File: src/rtl/dcd_sched_pkg.sv
// Shared definitions for the decision scheduler: FSM encoding, variable value
// codes and the constant value written for every decision.
package dcd_sched_pkg;

    typedef enum logic [1:0] {
        ST_IDLE  = 2'b00,
        ST_SCAN  = 2'b01,
        ST_ISSUE = 2'b10,
        ST_DONE  = 2'b11
    } state_e;

    localparam logic [1:0] VAL_FREE  = 2'b00;
    localparam logic [1:0] VAL_FALSE = 2'b01;
    localparam logic [1:0] VAL_TRUE  = 2'b10;

    // Decisions always take the false phase and are never marked implied.
    localparam logic [2:0] DCD_VALUE = {VAL_FALSE, 1'b0};

    function automatic logic is_free(input logic [1:0] val);
        return val == VAL_FREE;
    endfunction

endpackage

File: src/rtl/dcd_sched_var_check.sv
// Free-entry test and one-hot index generation for the entry currently
// selected by the scan pointer.
module dcd_var_check
    import dcd_sched_pkg::*;
#(
    parameter int NUM_VARS = 8,
    parameter int WIDTH    = 3,
    parameter int PTR_W    = 3
) (
    input  logic [WIDTH-1:0]    entry_i,
    input  logic [PTR_W-1:0]    ptr_i,
    output logic                free_o,
    output logic [NUM_VARS-1:0] index_o
);

    // The implied flag has no bearing on whether a variable is free.
    logic unused_implied;
    assign unused_implied = entry_i[0];

    assign free_o  = is_free(entry_i[2:1]);
    assign index_o = NUM_VARS'(1) << ptr_i;

endmodule

File: src/rtl/dcd_sched.sv
// Decision scheduler: on request, scans the variable list one entry per cycle
// and presents the first free variable as a decision with a valid/ack handshake.
module dcd_sched
    import dcd_sched_pkg::*;
#(
    parameter int NUM_VARS = 8,
    parameter int WIDTH    = 3,
    parameter int LVL_W    = 4
) (
    input  logic                      clk,
    input  logic                      rst_n,
    input  logic                      start_i,
    input  logic [NUM_VARS*WIDTH-1:0] value_i,
    input  logic                      dcd_ack_i,
    input  logic                      bkt_valid_i,
    input  logic [LVL_W-1:0]          bkt_level_i,
    output logic                      dcd_valid_o,
    output logic [NUM_VARS-1:0]       dcd_index_o,
    output logic [WIDTH-1:0]          dcd_value_o,
    output logic [LVL_W-1:0]          level_o,
    output logic                      busy_o,
    output logic                      done_o,
    output logic                      all_assigned_o
);

    localparam int               PTR_W    = (NUM_VARS > 1) ? $clog2(NUM_VARS) : 1;
    localparam logic [PTR_W-1:0] PTR_LAST = PTR_W'(NUM_VARS - 1);
    localparam logic [LVL_W-1:0] LVL_MAX  = '1;

    state_e                state_q, state_d;
    logic [PTR_W-1:0]      ptr_q, ptr_d;
    logic [NUM_VARS-1:0]   index_q, index_d;
    logic [LVL_W-1:0]      level_q, level_d;
    logic                  all_assigned_q, all_assigned_d;

    logic [WIDTH-1:0]      cur_entry;
    logic                  cur_free;
    logic [NUM_VARS-1:0]   cur_index;

    assign cur_entry = value_i[ptr_q*WIDTH +: WIDTH];

    dcd_var_check #(
        .NUM_VARS (NUM_VARS),
        .WIDTH    (WIDTH),
        .PTR_W    (PTR_W)
    ) u_var_check (
        .entry_i  (cur_entry),
        .ptr_i    (ptr_q),
        .free_o   (cur_free),
        .index_o  (cur_index)
    );

    always_comb begin
        // NOTE: every variable gets a default first so no path leaves it unassigned (no latches).
        state_d        = state_q;
        ptr_d          = ptr_q;
        index_d        = index_q;
        level_d        = level_q;
        all_assigned_d = all_assigned_q;

        if (bkt_valid_i) begin
            // Backtrack wins over start and ack, and never produces done.
            level_d = bkt_level_i;
            index_d = '0;
            state_d = ST_IDLE;
        end else begin
            unique case (state_q)
                ST_IDLE: begin
                    if (start_i) begin
                        ptr_d          = '0;
                        all_assigned_d = 1'b0;
                        state_d        = ST_SCAN;
                    end
                end
                ST_SCAN: begin
                    if (cur_free) begin
                        index_d = cur_index;
                        state_d = ST_ISSUE;
                    end else if (ptr_q == PTR_LAST) begin
                        all_assigned_d = 1'b1;
                        state_d        = ST_DONE;
                    end else begin
                        ptr_d = ptr_q + 1'b1;
                    end
                end
                ST_ISSUE: begin
                    if (dcd_ack_i) begin
                        level_d = (level_q == LVL_MAX) ? level_q : level_q + 1'b1;
                        index_d = '0;
                        state_d = ST_DONE;
                    end
                end
                ST_DONE: begin
                    state_d = ST_IDLE;
                end
                default: begin
                    state_d = ST_IDLE;
                end
            endcase
        end
    end

    // NOTE: sequential state uses non-blocking assignments so all flops update together.
    always_ff @(posedge clk or negedge rst_n) begin
        if (!rst_n) begin
            state_q        <= ST_IDLE;
            ptr_q          <= '0;
            index_q        <= '0;
            level_q        <= '0;
            all_assigned_q <= 1'b0;
        end else begin
            state_q        <= state_d;
            ptr_q          <= ptr_d;
            index_q        <= index_d;
            level_q        <= level_d;
            all_assigned_q <= all_assigned_d;
        end
    end

    assign dcd_valid_o    = (state_q == ST_ISSUE);
    assign dcd_index_o    = index_q;
    assign dcd_value_o    = WIDTH'(DCD_VALUE);
    assign level_o        = level_q;
    assign busy_o         = (state_q != ST_IDLE);
    assign done_o         = (state_q == ST_DONE);
    assign all_assigned_o = all_assigned_q;

endmodule

File: config.mk
export PLATFORM = sky130hd
export DESIGN_NAME = dcd_sched
export DESIGN_NICKNAME = d
export VERILOG_FILES = /design/src/rtl/dcd_sched_pkg.sv /design/src/rtl/dcd_sched_var_check.sv /design/src/rtl/dcd_sched.sv
export SDC_FILE = /design/constraint.sdc
export NUM_CORES = 1
export LEC_CHECK = 0
export CORE_ASPECT_RATIO = 0.7
export CORE_UTILIZATION = 42
export CTS_CLUSTER_DIAMETER = 120
export DETAILED_ROUTE_END_ITERATION = 10
export PLACE_DENSITY = 0.79
export SKIP_CTS_REPAIR_TIMING = 1
export SYNTH_ARGS = -nofsm -noshare
export SYNTH_HDL_FRONTEND = slang
export SYNTH_SLANG_ARGS = --single-unit
File: constraint.sdc
create_clock -name clk -period 2.19 [get_ports clk]
set_input_delay 0.438 -clock clk [delete_from_list [all_inputs] [get_ports clk]]
set_output_delay 0.438 -clock clk [all_outputs]
set_load 0.01 [all_outputs]
# ---- Word-level counts from Yosys, hierarchy flattened
# Cells that the tools add are included.
# W data, S select, Z words.
dict set report word_totals {
  reg_bits 18
  out_inout_bits 19
  word_cells 59
  input_bits 33
}
dict set report op_classes {
  addsub 2
  reduce_logical 12
  multipliers 1
  n_shift 2
  bitwise 1
  mux 22
  eq_ne 14
}
# cell count
set op_table {}
lappend op_table {{$mux W8} 3}
lappend op_table {{$shiftx A24 B6 Y3} 1}
lappend op_table {{$mux W4} 4}
lappend op_table {{$pmux W8 S2} 1}
lappend op_table {{$mux W2} 5}
lappend op_table {{$ne A2 B2 Y1 const B} 5}
lappend op_table {{$reduce_and A5 Y1} 2}
lappend op_table {{$mux W3} 3}
lappend op_table {{$ne A3 B3 Y1 const B} 3}
lappend op_table {{$reduce_and A3 Y1} 3}
lappend op_table {{$pmux W2 S4} 1}
lappend op_table {{$reduce_bool A2 Y1} 4}
lappend op_table {{$shl A1 B3 Y8 const A} 1}
lappend op_table {{$pmux W3 S2} 1}
lappend op_table {{$mul A3 B2 Y5 const B} 1}
lappend op_table {{$add A4 B1 Y4 const B} 1}
lappend op_table {{$eq A2 B2 Y1 const B} 2}
lappend op_table {{$eq A4 B4 Y1 const B} 1}
lappend op_table {{$logic_not A2 Y1} 2}
lappend op_table {{$ne A4 B4 Y1 const B} 1}
lappend op_table {{$add A3 B1 Y3 const B} 1}
lappend op_table {{$eq A3 B3 Y1 const B} 1}
lappend op_table {{$mux W1} 3}
lappend op_table {{$reduce_bool A3 Y1} 1}
lappend op_table {{3 further kinds} 3}

# ---- Logic depth before layout (Yosys ltp)
# Gate-level depths: netlist (run 1).
dict set report logic_depth {
  ltp_word 6
  ltp_mapped 8
  mapped_depth_nobuf 7
}

# ---- By module
# Synthesis (run 1) repeated with hierarchy kept, for this count alone.
dict set report hier_totals {
  cells_unflattened 125
  hier_area_um2 1335.0
}
# module instances area_per_inst_um2 seq_area_each_um2 cells_per_inst
set modules_own_cells {}
lappend modules_own_cells {dcd_sched 1 1266.2 450.4 116}
lappend modules_own_cells {dcd_var_check 1 68.8 0.0 9}

# ---- Worst setup path before layout (run 1)
# OpenSTA, ideal clock, no wires.
dict set report synth_timing {
  kind {register to register}
  from {reg ptr_q[0]}
  to {reg ptr_q[0]}
  required_time_ps 2055
  path_stages_with_launch 7
  path_buffers 1
  t_arrival_ps 1819
  period_less_slack_ps 1955
  setup_time_ps 135
  path_slack_ps 235
  cell_sequence {dfrtp_1 > inv_2 > mux4_2 > or3_1 > buf_2 > a41oi_1 > o211ai_1}
}
dict set report synth_via {
  elab_chain_len 5
  word_cells_on_any_way 11
  cone_classes {add/sub (1); mul (1); eq/ne (3); shift (1); mux (3); reduce/logical (2)}
}
# item line
set synth_rtl {}
lappend synth_rtl {{start: declaration} dcd_sched.sv:31} ;# logic [PTR_W-1:0] ptr_q, ptr_d;
lappend synth_rtl {{start signal: assignment} dcd_sched.sv:113} ;# ptr_q <= ptr_d;
lappend synth_rtl {{$mul A3 B2 Y5} dcd_sched.sv:40} ;# assign cur_entry = value_i[ptr_q*WIDTH +: WIDTH];
lappend synth_rtl {{$shiftx A24 B6 Y3} dcd_sched.sv:40}
lappend synth_rtl {{$logic_not A2 Y1} dcd_sched_pkg.sv:20} ;# return val == VAL_FREE;
lappend synth_rtl {{$ne A2 B2 Y1 (no line)} n/a}
lappend synth_rtl {{$reduce_and A5 Y1 (no line)} n/a}
# Parallel ways exist; a longest one is shown, timed or not. The select of a mux whose other input is x is not followed.
# A chain may end at the register's enable or synchronous reset.

# ---- Worst setup path in the final report (run 1)
dict set report layout_timing {
  from {in value_i[13]}
  to {reg ptr_q[0]}
}
dict set report layout_via {
  elab_chain_len 4
}
# item line
set layout_rtl {}
lappend layout_rtl {{start: declaration} dcd_sched.sv:13} ;# input logic [NUM_VARS*WIDTH-1:0] value_i,
lappend layout_rtl {{$shiftx A24 B6 Y3} dcd_sched.sv:40}
lappend layout_rtl {{$logic_not A2 Y1} dcd_sched_pkg.sv:20}
lappend layout_rtl {{$ne A2 B2 Y1 (no line)} n/a}
lappend layout_rtl {{$reduce_and A5 Y1 (no line)} n/a}
# Every way passes these cells.

==> results of run 1 <==
[Yosys cell counts (2+ instances only)]
| library cell | instances | area (sq um) |
|---|---|---|
| sky130_fd_sc_hd__nand2_1 | 21 | 78.8 |
| sky130_fd_sc_hd__dfrtp_1 | 18 | 450 |
| sky130_fd_sc_hd__nor2_1 | 16 | 60.1 |
| sky130_fd_sc_hd__ha_1 | 11 | 138 |
| sky130_fd_sc_hd__nand3_1 | 11 | 55.1 |
| sky130_fd_sc_hd__mux2i_1 | 10 | 100 |
| sky130_fd_sc_hd__inv_1 | 9 | 33.8 |
| sky130_fd_sc_hd__a41oi_1 | 4 | 35.0 |
| sky130_fd_sc_hd__clkbuf_1 | 4 | 15.0 |
| sky130_fd_sc_hd__nand4_1 | 4 | 25.0 |
| sky130_fd_sc_hd__o21ai_0 | 4 | 20.0 |
| sky130_fd_sc_hd__buf_4 | 3 | 22.5 |
| sky130_fd_sc_hd__a21oi_1 | 2 | 10.0 |
| sky130_fd_sc_hd__a31oi_1 | 2 | 12.5 |
| sky130_fd_sc_hd__buf_2 | 2 | 10.0 |
| sky130_fd_sc_hd__conb_1 | 2 | 7.51 |
| sky130_fd_sc_hd__mux4_2 | 2 | 45.0 |
| sky130_fd_sc_hd__nor3_1 | 2 | 10.0 |
| sky130_fd_sc_hd__o211ai_1 | 2 | 15.0 |
| sky130_fd_sc_hd__or3_1 | 2 | 12.5 |
[per-layer routing]
| layer | track usage [%] | part of all wire, % | vias to the layer above |
|---|---|---|---|
| met1 | 28.5 | 46 | 558 |
| met2 | 34.9 | 48 | 45 |
| met4 | 5.11 | 0.95 | 0 |
| met3 | 5.71 | 5.1 | 4 |
| met5 | 0 | 0 | - |
| li1 | - | - | 574 |
[power by group through the flow]
stage / clock network (mW) / registers, mW / logic [mW]
final: 0.274 / 0.507 / 1.02
after global routing: 0.296 / 0.521 / 1.13
after CTS: 0.285 / 0.505 / 1.01
after detailed placement: 0 / 0.511 / 1.00
after global placement: 0 / 0.504 / 0.964
after floorplan: 0 / 0.519 / 0.628
[worst max-delay path: cells and delay by family]
kind	cells	cell delay, ns
AO/OA/AOI/OAI	2	0.34
multiplexers	1	0.50
buffers and inverters	1	0.46
AND/OR/NAND/NOR	2	0.47
[state kept, by name (all words and copies together) (netlist names)]
| name | flops |
|---|---|
| all_assigned_o | 1 |
| dcd_index_o | 8 |
| level_o | 4 |
| ptr_q | 3 |
| state_q | 2 |
[cell type report]
| cell class | count | area [sq um] |
|---|---|---|
| clock buffer | 4 | 55.1 |
| tap | 36 | 45.0 |
| fill | 230 | 1050 |
| sequential | 18 | 450 |
| timing repair buffer | 45 | 440 |
| multi-input combinational | 106 | 722 |
| inverter | 10 | 37.5 |
[final timing paths]
path	from	to	slack, ns
worst min-delay path	rst_n	dcd_index_o[3]$_DFFE_PN0P_	0.50
worst max-delay path	value_i[13]	ptr_q[0]$_DFFE_PN0P_	0.10
max in group asynchronous	rst_n	dcd_index_o[7]$_DFFE_PN0P_	1.49
worst max register to register	ptr_q[1]$_DFFE_PN0P_	dcd_index_o[5]$_DFFE_PN0P_	0.23
worst min register to register	dcd_index_o[2]$_DFFE_PN0P_	dcd_index_o[2]$_DFFE_PN0P_	0.54
min in group clk	dcd_index_o[2]$_DFFE_PN0P_	dcd_index_o[2]$_DFFE_PN0P_	0.54
[cell families after synthesis]
family | Yosys count
other | 2
flip-flops | 18
adder cells (fa/ha/maj) | 11
buffers and inverters | 19
AND/OR/NAND/NOR | 58
AO/OA/AOI/OAI | 21
multiplexers | 13
[metrics by stage]
| step | cell area [sq um] | hold slack [ns] | instances | setup TNS, ns | utilization (%) |
|---|---|---|---|---|---|
| global placement | 1680 | 0.522 | 215 | -0.560 | 60.0 |
| floorplan | 1240 | 0.142 | 143 | 0 | - |
| CTS | 1740 | 0.507 | 219 | -0.0264 | 61.9 |
| detailed placement | 1680 | 0.533 | 215 | -1.21 | 60.0 |
| finish | 1750 | 0.504 | 219 | 0 | 62.5 |
| global route | 1750 | 0.542 | 219 | 0 | 62.5 |
==> report_table.html, run 1 <==
<table>
<tr><th>Metric</th><th>Value</th></tr>
<tr><th colspan="2">Run status</th></tr>
<tr><td>Result of the run</td><td>completed</td></tr>
<tr><th colspan="2">Run</th></tr>
<tr><td>Max-cap check violation count</td><td>0</td></tr>
<tr><th colspan="2">Routing</th></tr>
<tr><td>Routed via count divided by cell count</td><td>5.39</td></tr>
<tr><td>Wire length per cell after detailed routing</td><td>13.4 microns</td></tr>
<tr><td>Antenna-violating nets left</td><td>0</td></tr>
<tr><td>Via Count</td><td>1,181</td></tr>
<tr><td>Post-detailed-route DRC marker count</td><td>0</td></tr>
<tr><td>Detailed Routing Iterations Pass 1</td><td>4</td></tr>
<tr><td>Total Routed Length</td><td>2940 microns</td></tr>
<tr><td>Starting DRT DRC Count</td><td>65</td></tr>
<tr><th colspan="2">Clock tree</th></tr>
<tr><td>Clk pin slew, worst setup/hold paths</td><td>0.07 ns</td></tr>
<tr><td>Source-to-sink clock delay at the later pin of the worst-skew pair</td><td>0.26 ns</td></tr>
<tr><td>Clock Sinks</td><td>18</td></tr>
<tr><td>Max Root-Sink Buffers</td><td>2</td></tr>
<tr><td>H-tree levels</td><td>1</td></tr>
<tr><td>Clock root cell</td><td>sky130_fd_sc_hd__clkbuf_8</td></tr>
<tr><td>TritonCTS clock tree</td><td>yes</td></tr>
<tr><td>Number of clock buffers inserted by TritonCTS</td><td>3</td></tr>
<tr><th colspan="2">Synth</th></tr>
<tr><td>Mux cell area share after synthesis</td><td>12.6%</td></tr>
<tr><td>Complex-gate fraction of the synthesized area</td><td>12.1%</td></tr>
<tr><td>Share of the synthesized netlist area taken by xor and xnor gates</td><td>0%</td></tr>
<tr><td>Post-synth ARST share</td><td>100%</td></tr>
<tr><td>Main combinational cell family by area after synthesis</td><td>simple AND/OR/NAND/NOR gates</td></tr>
<tr><td>Simple-Gate Fraction of Synth Area</td><td>20.5%</td></tr>
<tr><td>Warning count from the yosys run</td><td>0</td></tr>
<tr><td>EDFF count, synth</td><td>0</td></tr>
<tr><td>Synthesized area per cell</td><td>8.74 sq um</td></tr>
<tr><td>Most used flip-flop cell after synthesis</td><td>sky130_fd_sc_hd__dfrtp_1</td></tr>
<tr><td>Post-synthesis sequential area ratio</td><td>36.3%</td></tr>
<tr><td>Synthesis-stage register bit count</td><td>18</td></tr>
<tr><td>Adder and majority cell fraction of the synthesized area</td><td>11.1%</td></tr>
<tr><td>Cell Area, Synth</td><td>1240 sq um</td></tr>
<tr><td>Number of distinct library cells after synthesis</td><td>31</td></tr>
<tr><td>Gate Count Post-Synth</td><td>142</td></tr>
<tr><th colspan="2">Timing</th></tr>
<tr><td>Peak Freq</td><td>0.479 GHz</td></tr>
<tr><td>Final critical-path share of the clock period</td><td>95.4%</td></tr>
<tr><td>RSZ-0062 raised after global routing</td><td>false</td></tr>
<tr><td>Number of hold violations in the final report</td><td>0</td></tr>
<tr><td>Final setup violating endpoints</td><td>0</td></tr>
<tr><td>Pins Over Slew Limit</td><td>0</td></tr>
<tr><td>Final critical-path required period</td><td>2.09 ns</td></tr>
<tr><td>Final worst setup slack</td><td>0.101 ns</td></tr>
<tr><td>Setup Skew</td><td>0.00515 ns</td></tr>
<tr><td>Transition time at the pin with the least slew margin</td><td>0.609 ns</td></tr>
<tr><td>Max-slew headroom</td><td>59.4%</td></tr>
<tr><th colspan="2">Placement</th></tr>
<tr><td>Worst slack, placed</td><td>-0.204 ns</td></tr>
<tr><td>Placer congestion estimate</td><td>0.845</td></tr>
<tr><td>Port-buffer cells</td><td>40</td></tr>
<tr><td>HPWL reported at the end of detailed placement</td><td>2340 microns</td></tr>
<tr><th colspan="2">Floorplanning</th></tr>
<tr><td>Row cnt</td><td>16</td></tr>
<tr><td>Die extent in x</td><td>67.0 microns</td></tr>
<tr><td>Starting density of the core</td><td>44.3%</td></tr>
<tr><td>Die extent in y</td><td>47.5 microns</td></tr>
<tr><td>Die Footprint</td><td>3180 sq um</td></tr>
<tr><td>Placeable core area</td><td>2800 sq um</td></tr>
<tr><td>Top-Level Pins</td><td>52</td></tr>
<tr><th colspan="2">Power</th></tr>
<tr><td>Sw frac</td><td>41.2%</td></tr>
<tr><td>Total power of the final layout</td><td>1.80 mW</td></tr>
<tr><td>Combinational share of power</td><td>56.6%</td></tr>
<tr><td>Internal power of the cells</td><td>1.06 mW</td></tr>
<tr><td>Cell area power density</td><td>1030 nW/um^2</td></tr>
<tr><td>Worst IR drop on VDD</td><td>0.000655 V</td></tr>
<tr><td>P_sw</td><td>0.742 mW</td></tr>
<tr><td>Fraction of power consumed by the clock network</td><td>15.2%</td></tr>
<tr><td>Portion of total power attributed to sequential cells</td><td>28.2%</td></tr>
<tr><td>Leakage component of the power</td><td>0.754 nW</td></tr>
<tr><th colspan="2">Setup path</th></tr>
<tr><td>Delay of the slowest critical-path stage</td><td>0.50 ns</td></tr>
<tr><td>Worst setup path class</td><td>in2reg</td></tr>
<tr><td>Ordered cell list for the critical path</td><td>clkdlybuf4s50_1, nor2_1, mux4_2, or3_4, a41oi_1, o211ai_1</td></tr>
<tr><td>Worst EP required</td><td>2.32 ns</td></tr>
<tr><td>R2R cell count</td><td>6</td></tr>
<tr><td>Kind of end point of the critical path</td><td>flop</td></tr>
<tr><td>Largest fanout of any net on the critical path</td><td>6</td></tr>
<tr><td>Worst path slowest cell</td><td>sky130_fd_sc_hd__mux4_2</td></tr>
<tr><td>Crit path launch type</td><td>primary input</td></tr>
<tr><td>Worst Path Arrival</td><td>2.22 ns</td></tr>
<tr><th colspan="2">Finish</th></tr>
<tr><td>Leading cell type in the layout, fill and taps excluded</td><td>sky130_fd_sc_hd__clkdlybuf4s50_1</td></tr>
<tr><td>Area delta synth-&gt;final</td><td>41.0%</td></tr>
<tr><td>Fraction of layout instances using a drive strength above 1</td><td>9.84%</td></tr>
<tr><td>Diodes inserted</td><td>0</td></tr>
<tr><td>Count of nets after finishing</td><td>228</td></tr>
<tr><td>Commonest cells after routing, fill and taps aside</td><td>sky130_fd_sc_hd__clkdlybuf4s50_1 (39), sky130_fd_sc_hd__nand2_1 (21), sky130_fd_sc_hd__dfrtp_1 (18), sky130_fd_sc_hd__nor2_1 (16), sky130_fd_sc_hd__nand3_1 (11)</td></tr>
<tr><th colspan="2">GRT</th></tr>
<tr><td>Overall fraction of global-route tracks in use</td><td>21.3%</td></tr>
<tr><td>Maximum number of pins on one net before global-route repair</td><td>21</td></tr>
<tr><td>Initial antenna violation count</td><td>0</td></tr>
<tr><td>Global route total overflow</td><td>0</td></tr>
<tr><td>First-pass GRT wire length</td><td>4920 microns</td></tr>
<tr><td>Vias in the first global route</td><td>1,057</td></tr>
<tr><th colspan="2">Min path</th></tr>
<tr><td>Worst Hold Class</td><td>in2async</td></tr>
</table>
Note: power is estimated with default switching activity, not from simulation.
==> run 2: changes to the inputs <==
--- a/config.mk
+++ b/config.mk
@@ -5,9 +5,11 @@
 export SDC_FILE = /design/constraint.sdc
 export NUM_CORES = 1
 export LEC_CHECK = 0
+export CAP_MARGIN = 20
 export CORE_ASPECT_RATIO = 0.7
 export CORE_UTILIZATION = 42
 export CTS_CLUSTER_DIAMETER = 120
+export CTS_CLUSTER_SIZE = 8
 export DETAILED_ROUTE_END_ITERATION = 10
 export PLACE_DENSITY = 0.79
 export SKIP_CTS_REPAIR_TIMING = 1
==> results of run 2 <==
Same layout as run 1: the final DEF is identical, and so are final timing and power.
==> run 3: changes to the inputs <==
--- a/config.mk
+++ b/config.mk
@@ -5,11 +5,10 @@
 export SDC_FILE = /design/constraint.sdc
 export NUM_CORES = 1
 export LEC_CHECK = 0
-export CAP_MARGIN = 20
+export CAP_MARGIN = 30
 export CORE_ASPECT_RATIO = 0.7
 export CORE_UTILIZATION = 42
 export CTS_CLUSTER_DIAMETER = 120
-export CTS_CLUSTER_SIZE = 8
 export DETAILED_ROUTE_END_ITERATION = 10
 export PLACE_DENSITY = 0.79
 export SKIP_CTS_REPAIR_TIMING = 1
==> results of run 3 <==
Same layout as run 1: the final DEF is identical, and so are final timing and power.
